## src/rtl/mem_mpu_guard_if.sv

```systemverilog
// ============================================================================
// Module      : mem_mpu_guard_if
// Description : CPU-side native memory bus plus SRAM-side bus seen by the MPU.
// Revision    : 1.0 - initial release
// ============================================================================
`default_nettype none

interface mem_mpu_guard_if #(
    parameter int DATA_WIDTH = 32
);
    logic                  is_inst;
    logic [31:0]           pc_addr;
    logic                  inform_cpu_wait;
    logic                  interrupt;

    logic                  cpu_valid;
    logic                  cpu_ready;
    logic [21:0]           cpu_addr;
    logic [DATA_WIDTH-1:0] cpu_wdata;
    logic [3:0]            cpu_wstrb;
    logic [DATA_WIDTH-1:0] cpu_rdata;

    logic [3:0]            mem_wen;
    logic [21:0]           mem_addr;
    logic [DATA_WIDTH-1:0] mem_wdata;
    logic [DATA_WIDTH-1:0] mem_rdata;

    // The guard itself
    modport slave (
        input  is_inst, pc_addr, cpu_valid, cpu_addr, cpu_wdata, cpu_wstrb, mem_rdata,
        output inform_cpu_wait, interrupt, cpu_ready, cpu_rdata, mem_wen, mem_addr, mem_wdata
    );

    // The CPU + SRAM environment around the guard
    modport master (
        output is_inst, pc_addr, cpu_valid, cpu_addr, cpu_wdata, cpu_wstrb, mem_rdata,
        input  inform_cpu_wait, interrupt, cpu_ready, cpu_rdata, mem_wen, mem_addr, mem_wdata
    );
endinterface

`default_nettype wire

```

## src/rtl/mem_mpu_guard.sv

```systemverilog
// ============================================================================
// Module      : mem_mpu_guard
// Description : Memory protection unit between picorv32 and SRAM; loads a
//               region table from SRAM after reset, then filters accesses.
//               Define MPU_IRQ_EN to drive the violation interrupt pulse.
// Revision    : 1.0 - initial release
// ============================================================================
`default_nettype none

module mem_mpu_guard #(
    parameter int DATA_WIDTH     = 32,
    parameter int MPU_START_ADDR = 768,
    parameter int MPU_LEN        = 16
) (
    input wire             clk,
    input wire             resetn,
    mem_mpu_guard_if.slave bus
);

    localparam logic [1:0]            c_st_load  = 2'd0;
    localparam logic [1:0]            c_st_idle  = 2'd1;
    localparam logic [1:0]            c_st_done  = 2'd2;
    localparam logic [21:0]           c_tbl_base = 22'(MPU_START_ADDR);
    localparam logic [21:0]           c_tbl_end  = 22'(MPU_START_ADDR + MPU_LEN);
    localparam logic [4:0]            c_load_end = 5'(MPU_LEN);
    localparam logic [DATA_WIDTH-1:0] c_nop      = DATA_WIDTH'(32'h0000_0013);
    // A 16-word table holds word 0 plus seven base/limit pairs at most
    localparam int                    c_nregions = 7;

    logic [1:0]            r_state;
    logic [1:0]            w_next_state;
    logic [4:0]            r_load_cnt;
    logic [DATA_WIDTH-1:0] r_shadow [0:15];

    logic                  r_allowed;
    logic                  r_write;
    logic                  r_inst;
    logic [21:0]           r_addr;
    logic [DATA_WIDTH-1:0] r_wdata;
    logic [3:0]            r_wstrb;

    logic                  w_en;
    logic [2:0]            w_nreg;
    logic                  w_is_write;
    logic [21:0]           w_pc_word;
    logic                  w_pc_in_r0;
    logic [c_nregions-1:0] w_grant;
    logic                  w_allowed;
    logic                  w_irq;
    logic                  w_tbl_hit;
    logic [3:0]            w_tbl_idx;
    logic                  w_unused;

    // ------------------------------------------------------------------
    // Permission check against the shadow table
    // ------------------------------------------------------------------
    assign w_en       = r_shadow[0][0];
    assign w_nreg     = r_shadow[0][3:1];
    assign w_is_write = |bus.cpu_wstrb;
    assign w_pc_word  = bus.pc_addr[23:2];
    assign w_pc_in_r0 = (w_nreg != 3'd0)
                     && (w_pc_word >= r_shadow[1][21:0])
                     && (w_pc_word <  r_shadow[2][21:0]);

    generate
        for (genvar g = 0; g < c_nregions; g++) begin : g_region
            logic [21:0] w_base;
            logic [21:0] w_limit;
            logic [3:0]  w_rwxt;
            logic        w_hit;
            logic        w_perm;

            assign w_base  = r_shadow[1 + 2*g][21:0];
            assign w_rwxt  = r_shadow[1 + 2*g][31:28];
            assign w_limit = r_shadow[2 + 2*g][21:0];
            assign w_hit   = (3'(g) < w_nreg)
                          && (bus.cpu_addr >= w_base)
                          && (bus.cpu_addr <  w_limit);
            // Bits of w_rwxt: 3=R, 2=W, 1=X, 0=T
            assign w_perm  = w_is_write  ? w_rwxt[2] :
                             bus.is_inst ? w_rwxt[1] : w_rwxt[3];
            assign w_grant[g] = w_hit && w_perm && (!w_rwxt[0] || w_pc_in_r0);
        end
    endgenerate

    assign w_allowed = !w_en || (|w_grant);

    assign w_tbl_hit = (r_addr >= c_tbl_base) && (r_addr < c_tbl_end);
    assign w_tbl_idx = 4'(r_addr - c_tbl_base);

    // ------------------------------------------------------------------
    // FSM: state register
    // ------------------------------------------------------------------
    always_ff @(posedge clk) begin
        if (resetn) begin
            r_state <= c_st_load;
        end else begin
            r_state <= w_next_state;
        end
    end

    // ------------------------------------------------------------------
    // FSM: next-state logic
    // ------------------------------------------------------------------
    always_comb begin
        w_next_state = r_state;
        case (r_state)
            c_st_load: if (r_load_cnt == c_load_end) w_next_state = c_st_idle;
            c_st_idle: if (bus.cpu_valid)            w_next_state = c_st_done;
            c_st_done:                               w_next_state = c_st_idle;
            default:                                 w_next_state = c_st_load;
        endcase
    end

    // ------------------------------------------------------------------
    // FSM: outputs
    // ------------------------------------------------------------------
    always_comb begin
        bus.inform_cpu_wait = 1'b0;
        bus.cpu_ready       = 1'b0;
        bus.cpu_rdata       = '0;
        bus.mem_wen         = 4'h0;
        bus.mem_addr        = bus.cpu_addr;
        bus.mem_wdata       = bus.cpu_wdata;
        w_irq               = 1'b0;
        // Reset gates everything so an in-flight write never reaches SRAM
        if (resetn) begin
            bus.inform_cpu_wait = 1'b1;
        end else begin
            case (r_state)
                c_st_load: begin
                    bus.inform_cpu_wait = 1'b1;
                    bus.mem_addr        = c_tbl_base + 22'(r_load_cnt);
                end
                c_st_idle: begin
                    if (bus.cpu_valid && w_allowed) bus.mem_wen = bus.cpu_wstrb;
                end
                c_st_done: begin
                    bus.cpu_ready = 1'b1;
                    w_irq         = !r_allowed;
                    if (r_write)        bus.cpu_rdata = '0;
                    else if (r_allowed) bus.cpu_rdata = bus.mem_rdata;
                    else if (r_inst)    bus.cpu_rdata = c_nop;
                    else                bus.cpu_rdata = '0;
                end
                default: ;
            endcase
        end
    end

`ifdef MPU_IRQ_EN
    assign bus.interrupt = w_irq;
    assign w_unused      = ^{bus.pc_addr[31:24], bus.pc_addr[1:0]};
`else
    assign bus.interrupt = 1'b0;
    assign w_unused      = ^{bus.pc_addr[31:24], bus.pc_addr[1:0], w_irq};
`endif

    // ------------------------------------------------------------------
    // Table load, request capture and shadow write-through
    // ------------------------------------------------------------------
    always_ff @(posedge clk) begin
        if (resetn) begin
            r_load_cnt <= 5'd0;
            for (int i = 0; i < 16; i++) r_shadow[i] <= '0;
            r_allowed  <= 1'b0;
            r_write    <= 1'b0;
            r_inst     <= 1'b0;
            r_addr     <= 22'd0;
            r_wdata    <= '0;
            r_wstrb    <= 4'h0;
        end else begin
            case (r_state)
                c_st_load: begin
                    // SRAM data trails the address by one cycle
                    if (r_load_cnt != 5'd0) r_shadow[4'(r_load_cnt - 5'd1)] <= bus.mem_rdata;
                    if (r_load_cnt != c_load_end) r_load_cnt <= r_load_cnt + 5'd1;
                end
                c_st_idle: begin
                    if (bus.cpu_valid) begin
                        r_allowed <= w_allowed;
                        r_write   <= w_is_write;
                        r_inst    <= bus.is_inst;
                        r_addr    <= bus.cpu_addr;
                        r_wdata   <= bus.cpu_wdata;
                        r_wstrb   <= bus.cpu_wstrb;
                    end
                end
                c_st_done: begin
                    if (r_allowed && r_write && w_tbl_hit) begin
                        for (int b = 0; b < 4; b++) begin
                            if (r_wstrb[b]) r_shadow[w_tbl_idx][8*b +: 8] <= r_wdata[8*b +: 8];
                        end
                    end
                end
                default: ;
            endcase
        end
    end

endmodule

`default_nettype wire

```

## src/flat_wrapper.sv

```systemverilog
// flat-port wrapper written by rule: the top's interface ports become plain ports
module mem_mpu_guard_flat 
#(
    parameter int DATA_WIDTH     = 32,
    parameter int MPU_START_ADDR = 768,
    parameter int MPU_LEN        = 16
)
  (clk, resetn, bus_is_inst, bus_pc_addr, bus_cpu_valid, bus_cpu_addr, bus_cpu_wdata, bus_cpu_wstrb, bus_mem_rdata, bus_inform_cpu_wait, bus_interrupt, bus_cpu_ready, bus_cpu_rdata, bus_mem_wen, bus_mem_addr, bus_mem_wdata);
  mem_mpu_guard_if #(.DATA_WIDTH(DATA_WIDTH)) bus_i ();
  input wire clk;
  input wire resetn;
  input wire logic [$bits(bus_i.is_inst)-1:0] bus_is_inst;
  input wire logic [$bits(bus_i.pc_addr)-1:0] bus_pc_addr;
  input wire logic [$bits(bus_i.cpu_valid)-1:0] bus_cpu_valid;
  input wire logic [$bits(bus_i.cpu_addr)-1:0] bus_cpu_addr;
  input wire logic [$bits(bus_i.cpu_wdata)-1:0] bus_cpu_wdata;
  input wire logic [$bits(bus_i.cpu_wstrb)-1:0] bus_cpu_wstrb;
  input wire logic [$bits(bus_i.mem_rdata)-1:0] bus_mem_rdata;
  output wire logic [$bits(bus_i.inform_cpu_wait)-1:0] bus_inform_cpu_wait;
  output wire logic [$bits(bus_i.interrupt)-1:0] bus_interrupt;
  output wire logic [$bits(bus_i.cpu_ready)-1:0] bus_cpu_ready;
  output wire logic [$bits(bus_i.cpu_rdata)-1:0] bus_cpu_rdata;
  output wire logic [$bits(bus_i.mem_wen)-1:0] bus_mem_wen;
  output wire logic [$bits(bus_i.mem_addr)-1:0] bus_mem_addr;
  output wire logic [$bits(bus_i.mem_wdata)-1:0] bus_mem_wdata;
  assign bus_i.is_inst = bus_is_inst;
  assign bus_i.pc_addr = bus_pc_addr;
  assign bus_i.cpu_valid = bus_cpu_valid;
  assign bus_i.cpu_addr = bus_cpu_addr;
  assign bus_i.cpu_wdata = bus_cpu_wdata;
  assign bus_i.cpu_wstrb = bus_cpu_wstrb;
  assign bus_i.mem_rdata = bus_mem_rdata;
  assign bus_inform_cpu_wait = bus_i.inform_cpu_wait;
  assign bus_interrupt = bus_i.interrupt;
  assign bus_cpu_ready = bus_i.cpu_ready;
  assign bus_cpu_rdata = bus_i.cpu_rdata;
  assign bus_mem_wen = bus_i.mem_wen;
  assign bus_mem_addr = bus_i.mem_addr;
  assign bus_mem_wdata = bus_i.mem_wdata;
  mem_mpu_guard #(.DATA_WIDTH(DATA_WIDTH), .MPU_START_ADDR(MPU_START_ADDR), .MPU_LEN(MPU_LEN)) u_core (.clk(clk), .resetn(resetn), .bus(bus_i));
endmodule
```

## config.mk

```make
export PLATFORM = sky130hd
export DESIGN_NAME = mem_mpu_guard_flat
export DESIGN_NICKNAME = d
export VERILOG_FILES = /design/src/rtl/mem_mpu_guard_if.sv /design/src/rtl/mem_mpu_guard.sv /design/src/flat_wrapper.sv
export SDC_FILE = /design/constraint.sdc
export NUM_CORES = 1
export LEC_CHECK = 0
export ABC_CLOCK_PERIOD_IN_PS = 7020
export CAP_MARGIN = 25
export CORE_UTILIZATION = 27
export DETAILED_ROUTE_END_ITERATION = 16
export GPL_TIMING_DRIVEN = 0
export PLACE_DENSITY = 0.46
export SYNTH_ARGS = -nofsm -noshare
export SYNTH_HDL_FRONTEND = slang
export SYNTH_SLANG_ARGS = --single-unit
```

## constraint.sdc

```tcl
create_clock -name clk -period 7.02 [get_ports clk]
set_input_delay 1.053 -clock clk [delete_from_list [all_inputs] [get_ports clk]]
set_output_delay 1.053 -clock clk [all_outputs]
set_load 0.005 [all_outputs]
```

==> metrics.csv <==
metric,value,unit
status,"complete, no violations",
dr.pass1.iters,5,
grt_pass1_vias,19600,
pwr-share-comb,16.6,%
synth_cell_type_count,74,
leakagePower,0.0121,uW
p_int,4530,uW
final_common_cell,nor2_1,
hold_depth,2,
drt.antenna.violating_nets,0,
clkSinkCount,402,
worstPathRequired,5970,ps
hold_class,register to register,
drc,0,
drv_slew,0,
viasPerCell,4.80,
synthAdderAreaFrac,17.8,%
yosysWarningCount,0,
port_buffers,199,
vias,19100,
grt_pass1_wl,120000,um
setup_viol_count_final,0,
syn_avg_cell_area,9.92,um^2
cts_tree,yes,
clock_latency,590,ps
synth_fp_nets,2938,
finalCritPeriodShare,97.4,%
whs,455,ps
final_area,30200,um^2
postPlaceCellArea,28600,um^2
ir_drop,0.000158,V
routed_wl,80900,um
ys_ff_latch,402,
gr-usage-all-layers,17.7,%
rsz0062_at_grt,no,
initial_core_util,27.2,%
cts_root_buf,clkbuf_16,
clock.fmax,146,MHz
place_congestion,0.862,
wire_per_inst,20.3,um
clkPwrFrac,39.5,%
async_reset_ff_share,0,%
power.density,206,nW/um^2
rows,110,
relSlewSlack,26.9,%
synth_top_family_by_area,adder cells,
worst-endpoint-arrival,5780,ps
synth_compound_area_share,9.68,%
die-area,91800,um^2
dpl.hpwl,62200,um
critPathLaunchType,input port,
die_w,303,um
path_class,input port to output port,
synthCells,2465,
area.sequential,11500,um^2
htreeDepth,2,
max-cap-violations,0,
clock_path_buffers,3,
antenna_found_initial,4,
worst_pin_slew,1070,ps
n_fill_cell,9040,
drt_iter0_drc,1226,
synth_edf_count,340,
ff2ff_path_depth,8,
synth-xor-area-share,0.215,%
synth_flop_cell,edfxtp_1,
cp-end-kind,output port,
clkSlewWorstSetupHoldPaths,60,ps
grt_max_degree,17,
swShare,27.2,%
sequentialPowerShare,44.0,%
p_switching,1690,uW
grt_overflow_total,0,
drive_gt1_share,7.36,%
cp_max_fo,9,
nets,3231,
synth-simple-area-share,16.9,%
die_h,303,um
seq_area_frac_synth,46.8,%
core,89900,um^2
fin_crit,6840,ps
multi_input_area,11300,um^2
muxShareOfSynthArea,1.62,%
syn-cell-area,24500,um^2
final_cell_mix,"373 x nor2_1, 347 x ha_1, 340 x edfxtp_1, 307 x inv_1, 196 x clkdlybuf4s50_1",
cts_buffers,48,
worst_clock_skew,15.0,ps
finalHoldViolations,0,
io_pins,219,
syn2layout_area_growth,23.4,%
[power groups by stage]
stage | sequential [uW] | clock, uW | combinational, uW
5_1_grt | 2740 | 2590 | 1150
6_report | 2730 | 2450 | 1030
4_1_cts | 2730 | 2500 | 1040
3_3_place_gp | 2780 | 0 | 954
2_1_floorplan | 2770 | 0 | 547
3_5_place_dp | 2780 | 0 | 1030
[worst paths after layout]
check                                                startpoint                                  end  slack (ps)
worst max-delay path                            bus_cpu_addr[0]                       bus_mem_wen[0]         180
worst min-delay path            u_core.r_wdata[13]$_SDFFE_PP0P_      u_core.r_wdata[13]$_SDFFE_PP0P_         450
worst max register to register   u_core.r_state[1]$_SDFFE_PP0P_  u_core.r_shadow[3][5]$_SDFFCE_PN0P_        3160
worst min register to register  u_core.r_wdata[13]$_SDFFE_PP0P_      u_core.r_wdata[13]$_SDFFE_PP0P_         450
[routing by layer]
layer	GRT usage (%)	part of all wire, %
met1	23.3	45
met3	2.66	5.4
met5	0	0
met4	4.62	2.3
met2	30.0	47
[layout make-up]
type	instances	area share (%)
Multi-Input combinational cell	1649	37.5
Clock buffer	67	4.29
Tap cell	1176	4.88
Clock inverter	23	0.742
Inverter	308	3.84
Buffer	106	1.88
Sequential cell	402	37.9
Timing Repair Buffer	243	8.96
Antenna cell	2	0.0166
[cells by family after synthesis]
kind of cell,count (synthesis)
AND/OR/NAND/NOR,877
buffers and inverters,414
flip-flops,402
AO/OA/AOI/OAI,379
adder cells (fa/ha/maj),347
multiplexers,39
XOR/XNOR,6
other,1
[flip-flops by register name (all words and copies together) (netlist names)]
| register | flops |
|---|---|
| u_core.r_inst | 1 |
| u_core.r_write | 1 |
| u_core.r_wdata | 26 |
| u_core.r_wstrb | 4 |
| u_core.r_addr | 22 |
| u_core.r_state | 2 |
| u_core.r_load_cnt | 5 |
| u_core.r_shadow | 340 |
| u_core.r_allowed | 1 |
[critical path, stage by stage]
cell	delay, ps
clkdlybuf4s15_1	750
clkinvlp_4	220
buf_4	240
buf_4	170
ha_1	270
nand2b_1	140
a21oi_1	180
nor2_1	70
o311ai_0	820
a31oi_1	180
o21ai_0	140
a2bb2oi_1	610
a311oi_2	240
and2_1	240
clkdlybuf4s50_1	440
[metrics by stage]
step / std cells / setup TNS [ps] / power (uW) / worst slack [ps] / util (%)
2_1_floorplan: 2465 / 0 / 3310 / 2760 / -
3_3_place_gp: 3840 / -2640 / 3740 / -661 / 31.1
3_5_place_dp: 3877 / -2860 / 3810 / -723 / 31.8
4_1_cts: 3971 / 0 / 6270 / 56.1 / 33.5
5_1_grt: 3974 / 0 / 6480 / 65.0 / 33.6
6_report: 3976 / 0 / 6220 / 183 / 33.6
[cell usage after synthesis, types with 34 or more instances]
cell	count	area, um^2
edfxtp_1	340	10200
and2_1	34	213
buf_4	41	308
nor3_1	39	195
nand2b_1	61	382
o21ai_0	52	260
a21o_1	45	338
ha_1	347	4340
nand4_1	50	313
a21oi_1	176	881
nand3_1	51	255
nand2_1	186	698
inv_1	308	1160
clkbuf_1	57	214
dfxtp_1	62	1240
nor2_1	373	1400
mux2i_1	34	340
[what timing repair did]
| item | 4_1_cts | 5_1_grt |
|---|---|---|
| setup buffers | 4 | 0 |
| setup endpoints to repair | 4 | 4 |
| gates resized for setup | 6 | 1 |
| hold buffers | 0 | 0 |
No activity file was read; power rests on OpenSTA's default activity.
